$ cat src/rtl/ariane_pkg.sv
// Shared core types: exceptions, scoreboard entries, writeback ports.
// Sizing constants for the in-order scoreboard live here.
package ariane_pkg;

  localparam int unsigned NR_SB_ENTRIES = 4;
  localparam int unsigned TRANS_ID_BITS = $clog2(NR_SB_ENTRIES);
  localparam int unsigned NR_WB_PORTS   = 2;

  localparam logic [63:0] INSTR_ADDR_MISALIGNED = 64'd0;
  localparam logic [63:0] INSTR_ACCESS_FAULT    = 64'd1;
  localparam logic [63:0] ILLEGAL_INSTR         = 64'd2;
  localparam logic [63:0] BREAKPOINT            = 64'd3;
  localparam logic [63:0] LD_ADDR_MISALIGNED    = 64'd4;
  localparam logic [63:0] LD_ACCESS_FAULT       = 64'd5;
  localparam logic [63:0] ST_ADDR_MISALIGNED    = 64'd6;
  localparam logic [63:0] ST_ACCESS_FAULT       = 64'd7;

  typedef enum logic [3:0] {
    NONE,
    LOAD,
    STORE,
    ALU,
    CTRL_FLOW,
    MULT,
    CSR
  } fu_t;

  typedef struct packed {
    logic [63:0] cause;
    logic [63:0] tval;
    logic        valid;
  } exception;

  typedef struct packed {
    logic [63:0]              pc;
    logic [TRANS_ID_BITS-1:0] trans_id;
    fu_t                      fu;
    logic [6:0]               op;
    logic [4:0]               rs1;
    logic [4:0]               rs2;
    logic [4:0]               rd;
    logic [63:0]              result;
    logic                     valid;
    logic                     use_imm;
    exception                 ex;
  } scoreboard_entry;

  typedef struct packed {
    logic                     valid;
    logic [TRANS_ID_BITS-1:0] trans_id;
    logic [63:0]              wdata;
    exception                 ex;
  } wb_port_t;

  // Advance a ring pointer, wrapping at n slots.
  function automatic logic [TRANS_ID_BITS-1:0] ptr_inc(
    input logic [TRANS_ID_BITS-1:0] p,
    input int unsigned              n
  );
    if (p == TRANS_ID_BITS'(n - 1))
      return '0;
    return p + 1'b1;
  endfunction

endpackage

$ cat src/rtl/scoreboard.sv
// In-order scoreboard ring: decode allocates, FUs write back, commit retires.
// SB_COMMIT_BYPASS_EN: forward head writebacks straight to the commit port.
module scoreboard #(
  parameter int unsigned NR_ENTRIES  = ariane_pkg::NR_SB_ENTRIES,
  parameter int unsigned NR_WB_PORTS = ariane_pkg::NR_WB_PORTS
) (
  input  logic                                   clk_i,
  input  logic                                   rst_i,
  input  logic                                   flush_i,
  output logic                                   full_o,
  input  ariane_pkg::scoreboard_entry            decoded_instr_i,
  input  logic                                   decoded_instr_valid_i,
  output logic                                   decoded_instr_ack_o,
  output logic [ariane_pkg::TRANS_ID_BITS-1:0]   issued_trans_id_o,
  input  logic [NR_WB_PORTS-1:0]                 wb_valid_i,
  input  logic [NR_WB_PORTS-1:0]
               [ariane_pkg::TRANS_ID_BITS-1:0]   trans_id_i,
  input  logic [NR_WB_PORTS-1:0][63:0]           wdata_i,
  input  ariane_pkg::exception [NR_WB_PORTS-1:0] ex_i,
  output ariane_pkg::scoreboard_entry            commit_instr_o,
  output logic                                   commit_valid_o,
  input  logic                                   commit_ack_i
);
  import ariane_pkg::*;

  localparam int unsigned CNT_W = $clog2(NR_ENTRIES + 1);

  typedef logic [TRANS_ID_BITS-1:0] ptr_t;

  scoreboard_entry       mem [NR_ENTRIES];
  logic [NR_ENTRIES-1:0] alloc;
  ptr_t                  rptr;
  ptr_t                  wptr;
  logic [CNT_W-1:0]      count;

  scoreboard_entry head;
  logic            issue;
  logic            retire;

  // Slots are only freed by a registered commit, so full is purely registered.
  assign full_o              = (count == CNT_W'(NR_ENTRIES));
  assign issue               = decoded_instr_valid_i & ~full_o & ~flush_i;
  assign decoded_instr_ack_o = issue;
  assign issued_trans_id_o   = wptr;

  // Head view: stored entry, optionally overlaid with this cycle's writebacks.
  always_comb begin
    head = mem[rptr];
`ifdef SB_COMMIT_BYPASS_EN
    for (int p = 0; p < int'(NR_WB_PORTS); p++) begin
      if (wb_valid_i[p] && alloc[rptr] && (trans_id_i[p] == rptr)) begin
        head.result = wdata_i[p];
        head.valid  = 1'b1;
        if (ex_i[p].valid)
          head.ex = ex_i[p];
      end
    end
`endif
  end

  assign commit_instr_o = head;
  assign commit_valid_o = (count != '0) & head.valid;
  assign retire         = commit_ack_i & commit_valid_o;

  // Ring state: issue at wptr, writeback by id, retire at rptr.
  always_ff @(posedge clk_i) begin
    if (rst_i) begin
      for (int i = 0; i < int'(NR_ENTRIES); i++)
        mem[i] <= '0;
      alloc <= '0;
      rptr  <= '0;
      wptr  <= '0;
      count <= '0;
    end else if (flush_i) begin
      alloc <= '0;
      rptr  <= '0;
      wptr  <= '0;
      count <= '0;
    end else begin
      if (issue) begin
        mem[wptr]          <= decoded_instr_i;
        mem[wptr].trans_id <= wptr;
        mem[wptr].valid    <= decoded_instr_i.ex.valid;
        alloc[wptr]        <= 1'b1;
        wptr               <= ptr_inc(wptr, NR_ENTRIES);
      end
      // The slot being issued is still unallocated here, so a same-cycle
      // writeback to it falls through; later ports overwrite earlier ones.
      for (int p = 0; p < int'(NR_WB_PORTS); p++) begin
        if (wb_valid_i[p] && alloc[trans_id_i[p]]) begin
          mem[trans_id_i[p]].result <= wdata_i[p];
          mem[trans_id_i[p]].valid  <= 1'b1;
          if (ex_i[p].valid)
            mem[trans_id_i[p]].ex <= ex_i[p];
        end
      end
      if (retire) begin
        alloc[rptr] <= 1'b0;
        rptr        <= ptr_inc(rptr, NR_ENTRIES);
      end
      case ({issue, retire})
        2'b10:   count <= count + 1'b1;
        2'b01:   count <= count - 1'b1;
        default: count <= count;
      endcase
    end
  end

endmodule

$ cat config.mk
export PLATFORM = sky130hd
export DESIGN_NAME = scoreboard
export DESIGN_NICKNAME = d
export VERILOG_FILES = /design/src/rtl/ariane_pkg.sv /design/src/rtl/scoreboard.sv
export SDC_FILE = /design/constraint.sdc
export NUM_CORES = 2
export LEC_CHECK = 0
export BUFFER_PORTS_ARGS = -buffer_cell sky130_fd_sc_hd__buf_4
export CAP_MARGIN = 40
export CORE_MARGIN = 3
export CORE_UTILIZATION = 25
export DETAILED_ROUTE_END_ITERATION = 10
export PLACE_DENSITY = 0.4
export RECOVER_POWER = 25
export REMOVE_ABC_BUFFERS = 1
export SETUP_SLACK_MARGIN = 0.2
export SYNTH_ARGS = -nofsm -noshare
export SYNTH_HDL_FRONTEND = slang
export SYNTH_SLANG_ARGS = --single-unit
$ cat constraint.sdc
create_clock -name clk_i -period 13.9 [get_ports clk_i]
set_input_delay 0.695 -clock clk_i [delete_from_list [all_inputs] [get_ports clk_i]]
set_output_delay 0.695 -clock clk_i [all_outputs]
set_load 0.005 [all_outputs]
**After elaboration in Yosys (flattened, before gate mapping)**

Memories as Yosys holds them, arrays and structs flattened. A register that Yosys moved wholly into a read port is not among the register bits.
Index checks and enable logic that the tools add are counted.

- Register bits: 11
- Bits in writable memories: 1148
- Input bits: 684
- Output and inout port bits: 292
- Word-level logic and storage cells: 103
- Memories kept: 1

Memory list:

| memory | words | width | read ports | clocked after Yosys merged registers in | write ports | RTL line | RTL |
|---|---|---|---|---|---|---|---|
| mem | 4 | 287 | 1 | 1 | 4 | scoreboard.sv:30 | `scoreboard_entry mem [NR_ENTRIES];` |

- Add/subtract/negate cells: 4
- Magnitude comparators: 6
- Equal/unequal tests: 5
- Multiplexer cells: 62
- Bitwise gates (word level): 11
- Reductions and logical operators: 10

Operator list:

| kind | number |
|---|---|
| 287-bit 2-to-1 mux | 3 |
| 287-bit OR reduction | 3 |
| 1-bit 2-to-1 mux | 37 |
| 2-bit 2-to-1 mux | 10 |
| 4-bit 2-to-1 mux | 4 |
| 2-bit by 3-bit less-than comparator with 1-bit output (second input constant) | 4 |
| 3-bit 2-to-1 mux | 3 |
| 2-bit == test (second input constant) | 3 |
| 3-bit case mux with 2 select lines | 1 |
| 2-bit by 1-bit adder with 2-bit output (second input constant) | 2 |
| 1-bit AND | 4 |
| 4-bit AND | 1 |
| 1-bit binary-select mux with 2-bit select | 2 |
| 1-bit demux with 2-bit select | 2 |
| 2-bit by 1-bit greater-or-equal comparator with 1-bit output (second input constant) | 2 |
| 1-bit logical AND | 4 |
| 4-bit inverter | 1 |
| 4-bit OR | 1 |
| 3-bit by 1-bit adder with 3-bit output (second input constant) | 1 |
| 3-bit == test (second input constant) | 1 |
| 3-bit nonzero test | 1 |
| 3-bit by 1-bit subtractor with 3-bit output (second input constant) | 1 |
| 2-bit by 1-bit == test with 1-bit output (second input constant) | 1 |
| 1-bit inverter | 2 |
| other kinds (3) | 4 |

**Depth between registers and ports, before layout**

- Depth in word-level cells: 11
- Depth in mapped cells: 11
- Gate-level depth less buffers: 10

**Worst setup path before layout**

Ideal clock, no wire load.

- Kind: input-to-reg
- Start point: input ex_i[0] in the netlist's numbering
- End point: memory mem[2][0] in the netlist's numbering, enable pin
- Setup time: 651 ps
- Data arrival time: 7187 ps
- Required time: 13249 ps
- Slack: 6062 ps
- Stages: 4
- Buffers on the path: 2
- Path through: buf_2 > nand4bb_1 > buf_2 > o211ai_1

RTL lines:

| what | RTL line | RTL |
|---|---|---|
| start, declared | scoreboard.sv:19 | `input ariane_pkg::exception [NR_WB_PORTS-1:0] ex_i,` |
| end, declared | scoreboard.sv:30 |  |

==> run_results.csv <==
group,metric,value,unit
sta,tightest_slew,3.77,ns
yosys,synth_top_area_share,0.554,
clocking,holdBufCountCts,0,
grt,grt_first_pass_wirelength,416000,um
yosys,ys.flop_type,"edfxtp_1",
place,portBuffers,972,
sta,maxSlewHeadroom,-1.52,
route,wl,300000,um
sta,max_freq,120,MHz
sta,drv_slew,892,
clocking,cts.sinks,1161,
yosys,synth_area_leaders,"edfxtp_1 (55%), mux4_2 (10%), nand3_1 (6.2%)",
route,drc_errors,0,
yosys,yosys.area.top_type,"edfxtp_1",
clocking,root_buffer,"clkbuf_16",
route,dr.pass1.iters,6,
route,via_per_inst,5.46,
grt,antenna_found_initial,133,
route,dr.first_iter.drc_count,5892,
clocking,cts_tree,"yes",
clocking,post_cts_resized,0,
yosys,synth_cell_types,53,
clocking,clk_latency,0.85,ns
critical_path,worst-path-max-fanout,46,
floorplan,die_y,504,um
critical_path,cp_data_arrival_time,8.95,ns
floorplan,pin_count,976,
cells_and_area,fillers,24800,
floorplan,die-area,0.254,sq mm
yosys,async_flop_share,0,
critical_path,path_cells,"clkbuf_1 > nand4bb_1 > o21a_1 > clkbuf_1 > clkbuf_1 > nand3_1 > a21oi_1",
sta,finClkSkew,0.0920,ns
min_path,worstHoldPathType,"input port to flip-flop",
yosys,synthTopCellsByCount,"edfxtp_1 (1,144), nand3_1 (770), nor2_1 (607), a31oi_1 (527), a21oi_1 (393)",
route,ant_nets,0,
pwr,vdd_ir_drop_max,103,uV
cells_and_area,fin_cells,9593,
yosys,yosys_warnings,0,
critical_path,critPathMostFrequentCell,"clkbuf_1",
sta,hold_viol,0,
yosys,synth.most_common_cell,"edfxtp_1",
place,gp_congestion,0.800,
job,maxCapViolations,22,
critical_path,startpoint_type,"input port",
run_status,violations,"capacitance limit, slew limit",
place,dp_hpwl,181000,um
critical_path,crit_slowest_cell,"clkbuf_1",
grt,gr-usage-all-layers,0.227,
cells_and_area,final_layout_size_suffix_gt1_frac,0.259,
route,post_drt_wl_per_cell,31.3,um
sta,period_share,0.598,
sta,min_period,8.32,ns
grt,overflow,0,
yosys,synth-seq-cells,1161,
yosys,syn_area_per_cell,11.4,sq um
pwr,p_leak,27.1,nW
clocking,cts_buffer_depth,3,
floorplan,die_w,504,um
yosys,yosysSeqAreaShare,0.560,
clocking,clk_pin_slew,0.06,ns
floorplan,core_area,0.246,sq mm
cells_and_area,area_growth,25.3,%
yosys,synth_cells,5431,
clocking,cts_made_buffers,148,
cells_and_area,final_net_count,6803,
clocking,post-cts-setup-buffers,0,
critical_path,timing_worst_setup_path_type,"input port to flip-flop",
critical_path,required,14.54,ns
grt,grt_start_max_net_pins,197,
sta,setup_violations,0,
pwr,p_per_area,110,mW/mm^2
floorplan,start_util,0.252,
critical_path,crit_buf_inv,3,
sta,rsz0062_at_grt,"false",
critical_path,max_stage_delay,2.56,ns
yosys,synth_edf_count,1144,
clocking,cts-htree-levels,4,
cells_and_area,fin_util,0.316,
grt,grt_pass1_vias,51400,
critical_path,crit_family,"buffers and inverters",
route,via_count,52400,
floorplan,placementRows,182,
run_status,status,"finished, violations left",
critical_path,crit_path_end_kind,"flip-flop",
place,dp.cells,9271,
yosys,synth_area,0.0620,sq mm
-- logic make-up after synthesis --
kind of cell             synth area share
multiplexers                        0.104
buffers and inverters              0.0399
XOR/XNOR                         0.000283
adder cells (fa/ha/maj)           0.00214
other                           0.0000605
flip-flops                          0.560
AND/OR/NAND/NOR                     0.160
AO/OA/AOI/OAI                       0.134
-- final cells by class --
cell class	count	area (sq um)	area share
Clock inverter	75	877	0.0113
Sequential cell	1161	34700	0.447
Tap cell	3312	4140	0.0533
Multi-Input combinational cell	3678	25000	0.322
Inverter	14	62.6	0.000805
Timing Repair Buffer	1106	8840	0.114
Clock buffer	187	3870	0.0498
Antenna cell	60	150	0.00193
-- metrics by stage --
stage                     area [sq um]  power [W]  TNS [ns]  setup slack [ns]  hold WS [ns]
after floorplan                  59600    0.00431    -0.630            -0.432         0.450
after global placement           72300    0.00481         0              8.52         0.464
after detailed placement         73000    0.00483         0              8.65         0.477
after CTS                        77800    0.00868         0              8.16        0.0573
after global routing             77600    0.00886         0              5.32        0.0981
final                            77700    0.00857         0              5.58         0.164
-- cells in the final DEF, fill, tap and decap left out, types with 23 or more instances in the layout --
cell	Yosys	routed
and2_0	0	133
o221ai_1	176	176
clkinv_2	0	23
nand2_1	296	296
a21oi_1	393	392
edfxtp_1	1144	1144
nor2_1	607	600
and2_1	364	231
clkbuf_1	372	63
clkbuf_16	0	149
mux4_2	287	287
a31oi_1	527	527
buf_4	8	1043
diode_2	0	60
nand3_1	770	763
clkinv_1	0	28
o21a_1	179	178
-- metal layers --
layer  vias up  routed length (um)  track usage
met4       114               10200       0.0744
li1      22400                   -            -
met5         -                 763            0
met1     26400              116000        0.279
met2      2898              142000        0.372
met3       586               31700       0.0792
-- path summary, 6_finish.rpt --
check / from / end / slack, ns / depth (start not counted)
hold reg to reg: mem[1][130] / mem[1][130] / 0.49 / 1
hold / removal: decoded_instr_i[286] / mem[0][286] / 0.16 / 2
setup / recovery: ex_i[0] / mem[2][60] / 5.58 / 7
setup reg to reg: count[0] / mem[1][38] / 6.34 / 11
-- report_power, final --
group | internal, W | switching, W
Combinational | 0.000299 | 0.000419
Sequential | 0.00399 | 0.0000363
Clock | 0.00215 | 0.00168
-- state kept, by name, summed over array words and instances, names as in the netlist, named ones only --
signal and flops:
count 3, mem 1148, alloc 4, rptr 2, issued_trans_id_o 2
Note: power is estimated with default switching activity, not from simulation.
